$ cat config.mk
export PLATFORM = sky130hd
export DESIGN_NAME = frame_ram_scheduler
export DESIGN_NICKNAME = d
export VERILOG_FILES = /design/src/rtl/frame_ram_sched_pkg.sv /design/src/rtl/rr_arbiter2.sv /design/src/rtl/frame_ram_scheduler.sv
export SDC_FILE = /design/constraint.sdc
export NUM_CORES = 1
export LEC_CHECK = 0
export BUFFER_PORTS_ARGS = -buffer_cell sky130_fd_sc_hd__buf_2
export CORE_AREA = 2 2 161 163
export DETAILED_ROUTE_END_ITERATION = 8
export DIE_AREA = 0 0 163 165
export PLACE_DENSITY = 0.53
export SLEW_MARGIN = 20
export SYNTH_ARGS = -nofsm -noshare
export SYNTH_HDL_FRONTEND = slang
export SYNTH_SLANG_ARGS = --single-unit
$ cat constraint.sdc
create_clock -name i_clk -period 3.3 [get_ports i_clk]
set_input_delay 0.33 -clock i_clk [delete_from_list [all_inputs] [get_ports i_clk]]
set_output_delay 0.33 -clock i_clk [all_outputs]
set_load 0.005 [all_outputs]
$ cat src/rtl/frame_ram_sched_pkg.sv
// rtl/frame_ram_sched_pkg.sv - shared constants and types for the frame RAM scheduler
package frame_ram_sched_pkg;

  // Read requester identifiers
  localparam logic RD_ID_SOBEL = 1'b0;
  localparam logic RD_ID_HOST  = 1'b1;

  // Default RAM read latency in clock edges (read address -> q)
  localparam int RD_LATENCY_DEFAULT = 3;

  // In-flight read tag carried alongside the RAM read latency
  typedef struct packed {
    logic valid;
    logic id;
  } rd_tag_t;

endpackage

$ cat src/rtl/rr_arbiter2.sv
// rtl/rr_arbiter2.sv - two-way round-robin arbiter over eligible requests
module rr_arbiter2 (
  input  logic       i_clk,
  input  logic       i_rst_n,
  input  logic [1:0] i_req,
  input  logic [1:0] i_eligible,
  output logic [1:0] o_gnt
);

  logic [1:0] w_cand;
  logic       r_prio;   // requester favoured when both are candidates

  assign w_cand = i_req & i_eligible;

  // Grant a lone candidate at once; on contention favour r_prio
  always_comb begin
    o_gnt = 2'b00;
    if (w_cand == 2'b11) begin
      o_gnt = r_prio ? 2'b10 : 2'b01;
    end else begin
      o_gnt = w_cand;
    end
  end

  // After any grant, priority passes to the other requester
  always_ff @(posedge i_clk or negedge i_rst_n) begin
    if (!i_rst_n) begin
      r_prio <= 1'b0;
    end else if (|o_gnt) begin
      r_prio <= o_gnt[0];
    end
  end

endmodule

$ cat src/rtl/frame_ram_scheduler.sv
// rtl/frame_ram_scheduler.sv - frame RAM write sequencing, read arbitration and return routing
module frame_ram_scheduler
  import frame_ram_sched_pkg::*;
#(
  parameter int DATA_WIDTH  = 64,
  parameter int ADDR_WIDTH  = 20,
  parameter int FRAME_WORDS = 524288,
  parameter int RD_LATENCY  = RD_LATENCY_DEFAULT
) (
  input  logic                  i_clk,
  input  logic                  i_rst_n,
  input  logic                  i_sof,
  input  logic                  i_wr_valid,
  output logic                  o_wr_ready,
  input  logic [DATA_WIDTH-1:0] i_wr_data,
  output logic                  o_frame_done,
  output logic                  o_frame_valid,
  input  logic                  i_rd0_req,
  input  logic [ADDR_WIDTH-1:0] i_rd0_addr,
  output logic                  o_rd0_gnt,
  output logic                  o_rd0_rvalid,
  output logic [DATA_WIDTH-1:0] o_rd0_rdata,
  input  logic                  i_rd1_req,
  input  logic [ADDR_WIDTH-1:0] i_rd1_addr,
  output logic                  o_rd1_gnt,
  output logic                  o_rd1_rvalid,
  output logic [DATA_WIDTH-1:0] o_rd1_rdata,
  output logic [DATA_WIDTH-1:0] o_ram_data,
  output logic [ADDR_WIDTH-1:0] o_ram_write_addr,
  output logic                  o_ram_we,
  output logic [ADDR_WIDTH-1:0] o_ram_read_addr,
  input  logic [DATA_WIDTH-1:0] i_ram_q
);

  localparam logic [ADDR_WIDTH-1:0] LAST_ADDR = ADDR_WIDTH'(FRAME_WORDS - 1);
  localparam logic [ADDR_WIDTH-1:0] ONE       = ADDR_WIDTH'(1);

  logic                  r_wr_ready;
  logic [ADDR_WIDTH-1:0] r_wr_ptr;
  logic                  r_frame_valid;
  logic                  r_frame_done;
  logic                  r_ram_we;
  logic [ADDR_WIDTH-1:0] r_ram_waddr;
  logic [DATA_WIDTH-1:0] r_ram_data;
  logic [ADDR_WIDTH-1:0] r_ram_raddr;
  rd_tag_t               r_tag_pipe [RD_LATENCY];
  logic [1:0]            r_rvalid;

  logic                  w_wr_fire;
  logic [1:0]            w_req;
  logic [1:0]            w_elig;
  logic [1:0]            w_gnt;
  rd_tag_t               w_issue_tag;
  rd_tag_t               w_tail;

  assign w_wr_fire = i_wr_valid & r_wr_ready;

  // Within the first frame a read may only target words already written
  assign w_req  = {i_rd1_req, i_rd0_req};
  assign w_elig = {r_frame_valid | (i_rd1_addr < r_wr_ptr),
                   r_frame_valid | (i_rd0_addr < r_wr_ptr)};

  rr_arbiter2 u_arb (
    .i_clk      (i_clk),
    .i_rst_n    (i_rst_n),
    .i_req      (w_req),
    .i_eligible (w_elig),
    .o_gnt      (w_gnt)
  );

  assign w_issue_tag.valid = |w_gnt;
  assign w_issue_tag.id    = w_gnt[1];
  assign w_tail            = r_tag_pipe[RD_LATENCY-1];

  // Write port: register the accepted word and advance the linear write pointer
  always_ff @(posedge i_clk or negedge i_rst_n) begin
    if (!i_rst_n) begin
      r_wr_ready    <= 1'b0;
      r_wr_ptr      <= '0;
      r_frame_valid <= 1'b0;
      r_frame_done  <= 1'b0;
      r_ram_we      <= 1'b0;
      r_ram_waddr   <= '0;
      r_ram_data    <= '0;
    end else begin
      r_wr_ready   <= 1'b1;
      r_ram_we     <= w_wr_fire;
      r_frame_done <= 1'b0;
      if (w_wr_fire) begin
        r_ram_data <= i_wr_data;
        if (i_sof) begin
          r_ram_waddr <= '0;
          r_wr_ptr    <= ONE;
        end else begin
          r_ram_waddr <= r_wr_ptr;
          if (r_wr_ptr == LAST_ADDR) begin
            r_wr_ptr      <= '0;
            r_frame_done  <= 1'b1;
            r_frame_valid <= 1'b1;
          end else begin
            r_wr_ptr <= r_wr_ptr + ONE;
          end
        end
      end else if (i_sof) begin
        r_wr_ptr <= '0;
      end
    end
  end

  // Read issue: latch the granted address and push its tag into the latency pipe
  always_ff @(posedge i_clk or negedge i_rst_n) begin
    if (!i_rst_n) begin
      r_ram_raddr <= '0;
      for (int i = 0; i < RD_LATENCY; i++) begin
        r_tag_pipe[i] <= '0;
      end
    end else begin
      if (w_gnt[0]) begin
        r_ram_raddr <= i_rd0_addr;
      end else if (w_gnt[1]) begin
        r_ram_raddr <= i_rd1_addr;
      end
      r_tag_pipe[0] <= w_issue_tag;
      for (int i = 1; i < RD_LATENCY; i++) begin
        r_tag_pipe[i] <= r_tag_pipe[i-1];
      end
    end
  end

  // Return demux: flag the owner of the word arriving on ram_q this cycle
  always_ff @(posedge i_clk or negedge i_rst_n) begin
    if (!i_rst_n) begin
      r_rvalid <= 2'b00;
    end else begin
      r_rvalid[0] <= w_tail.valid & (w_tail.id == RD_ID_SOBEL);
      r_rvalid[1] <= w_tail.valid & (w_tail.id == RD_ID_HOST);
    end
  end

  assign o_wr_ready       = r_wr_ready;
  assign o_frame_done     = r_frame_done;
  assign o_frame_valid    = r_frame_valid;
  assign o_rd0_gnt        = w_gnt[0];
  assign o_rd1_gnt        = w_gnt[1];
  assign o_rd0_rvalid     = r_rvalid[0];
  assign o_rd1_rvalid     = r_rvalid[1];
  assign o_rd0_rdata      = r_rvalid[0] ? i_ram_q : '0;
  assign o_rd1_rdata      = r_rvalid[1] ? i_ram_q : '0;
  assign o_ram_data       = r_ram_data;
  assign o_ram_write_addr = r_ram_waddr;
  assign o_ram_we         = r_ram_we;
  assign o_ram_read_addr  = r_ram_raddr;

endmodule
==> flow_metrics.py <==
metrics = {
    "hold_path": {
        "worst_hold_startpoint": "i_wr_data[1]",
        "worstHoldPathCells": 3,
        "hold_end": "o_ram_data[1]",
        "hp-class": "input port to register",
    },
    "floorplan": {
        "die_area_sq_mm": 0.0269,
        "pin_count": 414,
        "initial_utilization_pct": 28.9,
        "rows": 58,
        "fp.dieH_um": 165,
        "coreArea_sq_mm": 0.0250,
        "die_width_um": 163,
    },
    "pwr": {
        "total_power_mw": 4.69,
        "ir_drop_mv": 0.216,
        "p_clk_share_pct": 41.4,
        "p_int_mw": 3.35,
        "power_frac_seq_pct": 41.3,
        "p_per_area_mw_per_mm2": 456,
        "comb_power_share_pct": 17.4,
        "p_sw_share_pct": 28.4,
        "p_sw_mw": 1.33,
        "p_leak_nw": 5.58,
    },
    "yosys": {
        "syn-num-nets": 1024,
        "syn_avg_cell_area_sq_um": 8.92,
        "synth_area_leaders": "dfrtp_1, nand2_1, and2_1",
        "ys_seq_area_share_pct": 47.4,
        "netlist_top_cells_count": "nand2_1, dfrtp_1, and2_1",
        "synth_ff_type": "dfrtp_1",
        "yosys.area.top_type": "dfrtp_1",
        "synthesis.area_sq_mm": 0.00723,
        "ys_ff_latch": 137,
        "postSynthCellCount": 811,
        "synth.top_cell.area_share_pct": 47.4,
        "synth_edf_count": 0,
        "synth_most_common_cell": "nand2_1",
        "ys_types": 48,
        "async_reset_ff_share_pct": 100,
        "yosys_warnings": 0,
    },
    "global_route": {
        "grtUsageTotal_pct": 21.2,
        "grt_pass1_vias": 6411,
        "grt_overflow": 0,
        "grt_max_degree": 81,
        "antenna_found_initial": 7,
        "grt_pass1_wl_mm": 41.4,
    },
    "route": {
        "firstDrtPassIters": 4,
        "detail_route.wl_per_cell_um": 19.0,
        "drtAntennaViolNets": 0,
        "vias": 7097,
        "wl_mm": 29.6,
        "vias_per_cell": 4.55,
        "drt-initial-drc-count": 444,
        "drc": 0,
    },
    "cts": {
        "path_clk_slew_ns": 0.07,
        "root_buffer": "clkbuf_16",
        "numCtsBuffers": 17,
        "cts_tree": "yes",
        "cts_setup_buffers": 0,
        "hold_buffers": 1,
        "clk_path_buf_depth": 2,
        "cts_resized": 0,
        "clkSinkCount": 137,
        "h-tree-depth": 4,
        "clk_latency_ns": 0.42,
    },
    "setup_path": {
        "worst-setup-path-type": "register to output pin",
        "crit_slowest_cell": "dfrtp_1",
        "critical_path.max_fanout": 6,
        "cp_data_arrival_time_ns": 2.68,
        "worstSetupStartpoint": "r_wr_ptr[2]",
        "critPathCaptureType": "output pin",
        "r2r_setup_slack_ns": 0.67,
        "worst_ep_required_time_ns": 2.97,
        "r2r_cells": 10,
        "r2r-start": "r_wr_ptr[2]",
        "worstReg2RegEnd": "o_ram_read_addr[19]",
        "critPathMaxStageDelay_ns": 0.42,
        "crit_chain": "inv_1, ha_1, a211oi_2, o21ai_1, a211o_1, o211ai_2, nand2_1, a211o_1, inv_1, buf_2",
        "worst_setup_path_start_kind": "register",
    },
    "timing": {
        "min_period_ns": 3.01,
        "worst_slack_ns": 0.287,
        "finalHoldViolations": 0,
        "clock_skew_ns": 0.00975,
        "finalSetupTns_ns": 0,
        "period_share_pct": 91.3,
        "rsz0062_at_grt": "false",
        "slew_headroom_pct": 37.3,
        "whs_ns": 0.0860,
        "maxSlewViolCount": 0,
        "fmax_mhz": 332,
        "tightest_slew_ns": 0.941,
        "finalSetupViolations": 0,
    },
    "finish": {
        "fin_area_sq_mm": 0.0103,
        "fillers": 2594,
        "drive_above_1_share_pct": 38.2,
        "syn2layout_area_growth_pct": 42.0,
        "layout.nets": 1425,
    },
    "placement": {
        "dpl_cell_area_sq_mm": 0.00965,
        "pre_cts_ws_ns": 0.693,
        "place_congestion": 0.842,
        "hpwl_mm": 23.8,
        "io_buffers": 413,
    },
    "run_status": {
        "status": "completed",
    },
    "flow_run": {
        "drv_cap": 0,
    },
}
## cell type report
type                       count  area, sq um  share of cell area [%]
inverter                      25         93.8                   0.914
clock buffer                  18          429                    4.18
antenna                        6         15.0                   0.146
tap                          330          413                    4.02
sequential                   137         3430                    33.4
timing repair buffer         428         2200                    21.4
multi-input combinational    603         3520                    34.3
clock inverter                14          164                    1.60
## cells in the final DEF, fill, tap and decap left out, types with 4 or more instances in the layout
cell type / instances
a21oi_1: 19
and2_1: 130
buf_2: 412
buf_4: 13
clkbuf_16: 17
clkinv_4: 5
dfrtp_1: 137
diode_2: 6
ha_1: 39
inv_1: 23
nand2_1: 236
nand3_1: 11
nand3b_1: 20
nand4_1: 8
nor2_1: 23
nor2b_1: 4
nor3_1: 6
o21ai_0: 21
o221a_1: 19
o31ai_1: 20
or3_1: 4
xnor2_1: 9
## worst max-delay path: cells and delay by family (launching register included)
kind	cells	cell delay, ns
AOI/OAI and AO/OA	5	1.10
DFF	1	0.42
buffers and inverters	3	0.34
adders and majority gates	1	0.31
and+or+nand+nor	1	0.09
## sequential cells by signal, summed over array words and instances, names as in the netlist
| signal | count |
|---|---|
| o_frame_done | 1 |
| o_frame_valid | 1 |
| o_ram_data | 64 |
| o_ram_read_addr | 20 |
| o_ram_we | 1 |
| o_ram_write_addr | 20 |
| o_wr_ready | 1 |
| r_rvalid | 2 |
| r_tag_pipe | 6 |
| r_wr_ptr | 20 |
| u_arb.r_prio | 1 |
## routing by layer
layer | global-route usage, % | vias to the layer above | routed length [um]
met1 | 24.5 | 3317 | 11700
li1 | - | 3501 | -
met2 | 37.4 | 242 | 15000
met4 | 5.91 | 2 | 491
met5 | 0 | - | 13
met3 | 7.21 | 35 | 2410
## power by group through the flow
stage                     Clock [mW]  Combinational (mW)  Sequential (mW)
after detailed placement           0               0.826             1.96
final                           1.94               0.813             1.93
after floorplan                    0               0.327             1.97
after CTS                       2.00               0.830             1.94
after global routing            2.07               0.904             1.96
after global placement             0               0.816             1.96
## through the flow
step           utilization [%]  std cells
6_report                  41.0       1561
2_1_floorplan                -        811
3_5_place_dp              38.5       1522
3_3_place_gp              38.5       1522
5_1_grt                   41.0       1555
4_1_cts                   41.0       1555
## logic make-up (layout without fill, tap and decap cells)
logic type / count (synthesis) / after routing / synth area share, %
compound gates: 102 / 102 / 10.4
xor+xnor: 9 / 9 / 1.09
fa+ha+maj: 39 / 39 / 6.75
buf+inv: 71 / 485 / 3.95
flops: 137 / 137 / 47.4
mux: 1 / 1 / 0.156
other cells: 1 / 7 / 0.0519
simple gates: 451 / 451 / 30.2
## how the worst max path moves through the flow
stage / end / cells past startpoint / slack [ns]
after floorplan: o_rd1_gnt / 10 / 0.91
after global placement: o_ram_read_addr[19] / 10 / 0.71
after detailed placement: o_ram_read_addr[19] / 10 / 0.69
after CTS: o_rd1_gnt / 10 / 0.26
after global routing: o_rd1_gnt / 10 / 0.11
final: o_rd1_gnt / 10 / 0.29
No activity file was read; power rests on OpenSTA's default activity.
